`config.mk`:
```
export PLATFORM = sky130hd
export DESIGN_NAME = write_back_stage
export DESIGN_NICKNAME = d
export VERILOG_FILES = /design/src/rtl/instr_pkg.sv /design/src/rtl/write_back_stage_pkg.sv /design/src/rtl/load_extend.sv /design/src/rtl/write_back_stage.sv
export SDC_FILE = /design/constraint.sdc
export NUM_CORES = 1
export LEC_CHECK = 0
export CORE_AREA = 2 2 88 90
export CTS_BUF_LIST = sky130_fd_sc_hd__clkbuf_16
export DETAILED_ROUTE_END_ITERATION = 8
export DIE_AREA = 0 0 90 92
export PLACE_DENSITY = 0.86
export SYNTH_ARGS = -nofsm -noshare
export SYNTH_HDL_FRONTEND = slang
export SYNTH_SLANG_ARGS = --single-unit
```
`constraint.sdc`:
```
create_clock -name clk -period 3.1 [get_ports clk]
set_clock_uncertainty 0.2 [all_clocks]
set_input_delay 0.31 -clock clk [delete_from_list [all_inputs] [get_ports clk]]
set_output_delay 0.31 -clock clk [all_outputs]
set_load 0.05 [all_outputs]
```
`src/rtl/instr_pkg.sv`:
```
// Shared RV32 instruction-field constants used across the pipeline.
package instr_pkg;

  localparam logic [2:0] FUNCT3_LB  = 3'b000;
  localparam logic [2:0] FUNCT3_LH  = 3'b001;
  localparam logic [2:0] FUNCT3_LW  = 3'b010;
  localparam logic [2:0] FUNCT3_LBU = 3'b100;
  localparam logic [2:0] FUNCT3_LHU = 3'b101;

endpackage

```
`src/rtl/write_back_stage_pkg.sv`:
```
// Shared write-back package: register-file source selection produced by the decoder.
package write_back_stage_pkg;

  typedef enum logic [1:0] {
    WRITE_BACK_SEL_ALU = 2'd0,
    WRITE_BACK_SEL_MEM = 2'd1,
    WRITE_BACK_SEL_PC  = 2'd2
  } write_back_select_t;

endpackage

```
`src/rtl/load_extend.sv`:
```
// Combinational load-data extraction: picks the byte/halfword addressed by the
// load and sign- or zero-extends it to XLEN according to funct3.
module load_extend
  import instr_pkg::*;
#(
  parameter int XLEN = 32
) (
  input  logic [XLEN-1:0] mem_rdata,
  input  logic [2:0]      funct3,
  input  logic [1:0]      addr_low,
  output logic [XLEN-1:0] ext_data
);

  localparam int LANES = XLEN / 8;

  logic [7:0]  byte_lane [LANES];
  logic [7:0]  byte_sel;
  logic [15:0] half_sel;

  generate
    for (genvar gi = 0; gi < LANES; gi++) begin : g_lane
      assign byte_lane[gi] = mem_rdata[gi*8 +: 8];
    end
  endgenerate

  assign byte_sel = byte_lane[addr_low];
  // Halfword loads are naturally aligned; the low offset bit plays no part.
  assign half_sel = addr_low[1] ? {byte_lane[3], byte_lane[2]}
                                : {byte_lane[1], byte_lane[0]};

  always_comb begin
    ext_data = mem_rdata;
    case (funct3)
      FUNCT3_LB:  ext_data = {{(XLEN-8){byte_sel[7]}}, byte_sel};
      FUNCT3_LBU: ext_data = {{(XLEN-8){1'b0}}, byte_sel};
      FUNCT3_LH:  ext_data = {{(XLEN-16){half_sel[15]}}, half_sel};
      FUNCT3_LHU: ext_data = {{(XLEN-16){1'b0}}, half_sel};
      default:    ext_data = mem_rdata;
    endcase
  end

endmodule

```
`src/rtl/write_back_stage.sv`:
```
// RV32 write-back stage: drives the register-file write port, waiting for load
// data when needed. Optional retired-instruction counter under WB_INSTRET_EN.
module write_back_stage
  import write_back_stage_pkg::*;
#(
  parameter int XLEN       = 32,
  parameter int REG_ADDR_W = 5
) (
  input  logic                  clk,
  input  logic                  reset,
  input  logic                  in_valid,
  output logic                  in_ready,
  input  logic                  in_reg_write_en,
  input  write_back_select_t    in_reg_store_sel,
  input  logic [REG_ADDR_W-1:0] in_rd,
  input  logic [XLEN-1:0]       in_alu_result,
  input  logic [XLEN-1:0]       in_pc_plus4,
  input  logic [2:0]            in_load_funct3,
  input  logic [1:0]            in_addr_low,
  input  logic                  mem_rdata_valid,
  input  logic [XLEN-1:0]       mem_rdata,
  output logic                  rf_we,
  output logic [REG_ADDR_W-1:0] rf_waddr,
  output logic [XLEN-1:0]       rf_wdata,
`ifdef WB_INSTRET_EN
  output logic [63:0]           instret,
`endif
  output logic                  retire
);

  typedef enum logic {
    WB_IDLE     = 1'b0,
    WB_WAIT_MEM = 1'b1
  } wb_state_t;

  wb_state_t             state_reg;
  logic [REG_ADDR_W-1:0] rd_reg;
  logic [2:0]            funct3_reg;
  logic [1:0]            addr_low_reg;
  logic [XLEN-1:0]       load_data;
  logic                  is_load;

  assign in_ready = (state_reg == WB_IDLE);
  assign is_load  = in_reg_write_en && (in_reg_store_sel == WRITE_BACK_SEL_MEM);

  load_extend #(.XLEN(XLEN)) u_load_extend (
    .mem_rdata (mem_rdata),
    .funct3    (funct3_reg),
    .addr_low  (addr_low_reg),
    .ext_data  (load_data)
  );

  always_ff @(posedge clk or posedge reset) begin
    if (reset) begin
      state_reg    <= WB_IDLE;
      rd_reg       <= '0;
      funct3_reg   <= '0;
      addr_low_reg <= '0;
      rf_we        <= 1'b0;
      rf_waddr     <= '0;
      rf_wdata     <= '0;
      retire       <= 1'b0;
    end else begin
      rf_we  <= 1'b0;
      retire <= 1'b0;
      case (state_reg)
        WB_IDLE: begin
          if (in_valid) begin
            if (is_load) begin
              rd_reg       <= in_rd;
              funct3_reg   <= in_load_funct3;
              addr_low_reg <= in_addr_low;
              state_reg    <= WB_WAIT_MEM;
            end else begin
              rf_we    <= in_reg_write_en && (in_rd != '0);
              rf_waddr <= in_rd;
              rf_wdata <= (in_reg_store_sel == WRITE_BACK_SEL_PC) ? in_pc_plus4
                                                                  : in_alu_result;
              retire   <= 1'b1;
            end
          end
        end
        WB_WAIT_MEM: begin
          if (mem_rdata_valid) begin
            rf_we     <= (rd_reg != '0);
            rf_waddr  <= rd_reg;
            rf_wdata  <= load_data;
            retire    <= 1'b1;
            state_reg <= WB_IDLE;
          end
        end
        default: state_reg <= WB_IDLE;
      endcase
    end
  end

`ifdef WB_INSTRET_EN
  // Counts registered retire pulses, so it trails retire by one cycle.
  always_ff @(posedge clk or posedge reset) begin
    if (reset) begin
      instret <= '0;
    end else if (retire) begin
      instret <= instret + 64'd1;
    end
  end
`endif

endmodule

```
==> out/summary.md <==
In this run the tool buffered the top-level ports with 152 buffer cells. Across the VDD grid, the largest voltage drop is 296.7 uV. In this run, post-CTS hold repair placed 0 buffers.

For this run, design rule violations remaining after detail routing come to 0. The final count of pins violating max slew was 0. From synthesis to final layout, the design area changed by 55.18%.

Hold is met by 282.9 ps. The register with the most flip-flops in the layout has 32 of them. Across the run, the number of max-cap violations was 0. The routed layout has 3314 vias. The tools report the cell at the root of the clock tree as sky130_fd_sc_hd__clkbuf_16.

The number of standard cells in the layout, taps in and fillers out was 586; the placeable core region was 7447 sq um. By area the synthesized netlist is led by sky130_fd_sc_hd__dfrtp_1, sky130_fd_sc_hd__mux2_2, sky130_fd_sc_hd__nand2_1. TritonCTS built the clock tree.

For the arrival time reported for the critical path endpoint, the log shows 2350 ps. The class of the tightest hold or removal check is flip-flop to flip-flop. In the finished design, the share of the clock period the worst path needs comes to 74.76%. The delay of the slowest critical-path stage came out at 590 ps. The die is 92 microns tall. Headroom to the max-slew limit came out at 31.56%.

Sort of element at the end of the critical path: a flip-flop. Dividing the detail-routed wire length by the instance count gives 18.31 microns. After layout, the minimum clock period comes to 2318 ps.

The share of async-settable or async-resettable flops after synthesis was 100.0%. Number of distinct library cells after synthesis: 45. Summed over all layers, the routed wires come to 10.73 mm. For the worst setup path, the data required time is 3130 ps.

Setup violations remaining at the end of the flow were counted as 0. The floorplan step defined a die boundary enclosing 8280 sq um. The run gives 5 as the first-pass detailed-route iteration total. For this design the static power due to leakage is 2.007 nW. Worst setup path startpoint: funct3_reg[1]$_DFFE_PP0P_. After clock tree synthesis, the clock-pin slew on the worst setup and hold paths is 70 ps.

For the highest achievable clock rate, the log shows 431.5 MHz. The tools report the pin count of the biggest net entering global routing as 51. Adding up every negative setup slack in the final design gives 0 ps.

Walking the worst path, the cells encountered are buf_4 -> a211o_1 -> o21ai_2 -> o221a_2. In the final routing, the length of wire on met1 measures 4.504 mm. The tools report the via count of the first global-routing pass as 3335.

The run gives 596 as the net count of the finished layout. The family of cells with the greatest summed delay on the critical path was compound AO/OA/AOI/OAI gates. The power density relative to cell area came out at 555.8 nW/um^2.

For the count of boundary I/O pins, the log shows 153. Fill cells in the final layout number 602. The share of synthesized area in the top cell type comes to 39.25%. Counting every net in the synthesized netlist gives 458. The deepest level of the CTS H-tree is 2, and the total half-perimeter wirelength after legalization and detailed placement is 8.228 mm. The placed cell count came out at 578.

The tools report the clock sink count as 50. Setup repair after global routing left no endpoint under its margin. The number of buffers and inverters on the critical path was 1.

The number of register bits inferred by synthesis is 50, and the total number of yosys warnings is 0. The logs give 345 for the synthesized instance count and 0 for the number of hold violations in the final report. In this run, the number of DRC markers left after iteration 0 of detailed routing was 221.

The critical path start-end classification was flip-flop to flip-flop. The worst setup path is launched from a flip-flop. The tools report the startpoint of the worst register-to-register path as funct3_reg[1]$_DFFE_PP0P_.

The run finished with clean final reports. The routed length on met3 is 666 microns, and the global-route usage over all layers is 25.24%. For the met2 routed wirelength, the log shows 5.368 mm. In this run the horizontal extent of the chip is 90 microns.

The tools report the startpoint of the worst hold path as rf_waddr[3]$_DFFE_PP0P_. Uppermost layer routed: met4. The fraction of the yosys area taken by sequential cells was 39.25%; the post-CTS repair timing setup buffer count was 0. The final core utilization was 66.43%; the final weighted congestion in routability-driven placement was 0.8545.

Yosys mapped a number of flops with a built-in enable equal to 0. TritonCTS created 5 clock buffers. In this run the deepest clock path goes through 2 buffers.

The post-cts gate resize count is 0, and the number of antenna violations at the first check in global routing is 0. The clock latency of the later-clocked register in the worst-skew pair is 290 ps. The largest total area in the synthesized netlist belongs to sky130_fd_sc_hd__dfrtp_1. The number of cell rows is 32. Among all flip-flop cells after synthesis, the most frequent one is sky130_fd_sc_hd__dfrtp_1. Of all nets on the critical path, the largest fanout is 22.

The tools report the residual antenna-violating net count after detailed routing as 0. The total overflow left after global routing is 0. Among all stages on the critical path, the largest delay is contributed by sky130_fd_sc_hd__dfrtp_1. The first global-routing pass estimated 16.83 mm of wire.

The slew at the pin closest to its max-slew limit is 1025 ps. The synthesized netlist occupies a cell area of 3188 sq um. The tools report the number of inserted diodes as 0. The placement-stage worst setup slack is 685.6 ps.

The mean instance size in the synthesized netlist was 9.241 sq um. The worst path setup slack after routing is 782.5 ps. The starting density of the core was 42.81%.

Dividing the detail-routed via count by the number of cells gives 5.655. Fraction of layout instances using a drive strength above 1: 12.81%.
[worst paths after layout]
path / end / slack [ps] / cells after the start
setup / recovery: rf_wdata[23]$_DFFE_PP0P_ / 780 / 4
hold / removal: rf_waddr[3]$_DFFE_PP0P_ / 280 / 2
setup reg to reg: rf_wdata[23]$_DFFE_PP0P_ / 780 / 4
hold reg to reg: rf_waddr[3]$_DFFE_PP0P_ / 280 / 2
max in group asynchronous: addr_low_reg[1]$_DFFE_PP0P_ / 1660 / 2
min in group asynchronous: rf_wdata[17]$_DFFE_PP0P_ / 410 / 2
[power breakdown]
| group | internal [W] | switching [W] | total (W) |
|---|---|---|---|
| combinational | 0.000521 | 0.000700 | 0.00122 |
| clock | 0.000381 | 0.000248 | 0.000628 |
| sequential | 0.000783 | 0.000117 | 0.000900 |
[through the flow]
step | total power, W | cell area, sq um
final | 0.002750 | 4947
after global placement | 0.002109 | 4777
after global routing | 0.002864 | 4947
after CTS | 0.002754 | 4947
after floorplan | 0.001654 | 3188
after detailed placement | 0.002129 | 4777
[cell usage after synthesis (all sizes together) (2+ instances only)]
cell and n:
a221oi 11, a211o 8, nor2 5, o21ai 29
nor2b 5, nand2b 4, o221a 18, o2bb2ai 5
a221o 2, and2 17, o32ai 6, or4 2
nand4 16, clkbuf 21, dfrtp 50, a22o 2
mux2i 18, buf 8, inv 16, nand2 60
mux2 20, a21oi 5
[final cells by class]
type | instances | area [sq um] | share of cell area, %
well taps | 102 | 127.6 | 2.580
repair buffers | 160 | 1579 | 31.92
clock inverters | 3 | 45.04 | 0.9105
flip-flops and latches | 50 | 1251 | 25.29
inverters | 17 | 63.81 | 1.290
clock buffers | 5 | 125.1 | 2.529
multi-input cells | 249 | 1755 | 35.48
[placed cells by master (no fill, tap or decap), drive strengths merged, types with 2 or more instances in the layout]
cell and count:
or4 2, o21ai 29, nand4 16, o221a 18
buf 9, nor2b 5, nand2b 4, o2bb2ai 5
a22o 2, and2 17, a21oi 5, dfrtp 50
inv 16, o32ai 6, a221o 2, clkdlybuf4s50 151
a211o 8, mux2i 18, clkinvlp 2, clkbuf 5
a221oi 11, nand2 60, nor2 5, mux2 20
[worst min-delay path: cells and delay by family (launching register included)]
family / cells / cell delay, ps
flops: 1 / 350
compound gates: 1 / 60
simple gates: 1 / 50
[kinds of logic after synthesis]
logic type / share of synthesized area [%]
AOI/OAI and AO/OA: 23.55
buffers and inverters: 5.769
DFF: 39.25
muxes: 13.42
and+or+nand+nor: 18.01
[routing by layer]
layer / vias to the layer above / global-route usage, %
li1: 1557 / -
met1: 1592 / 31.50
met2: 146 / 44.86
met3: 19 / 4.766
met4: 0 / 6.795
met5: - / 0
Note: power is estimated with default switching activity, not from simulation.
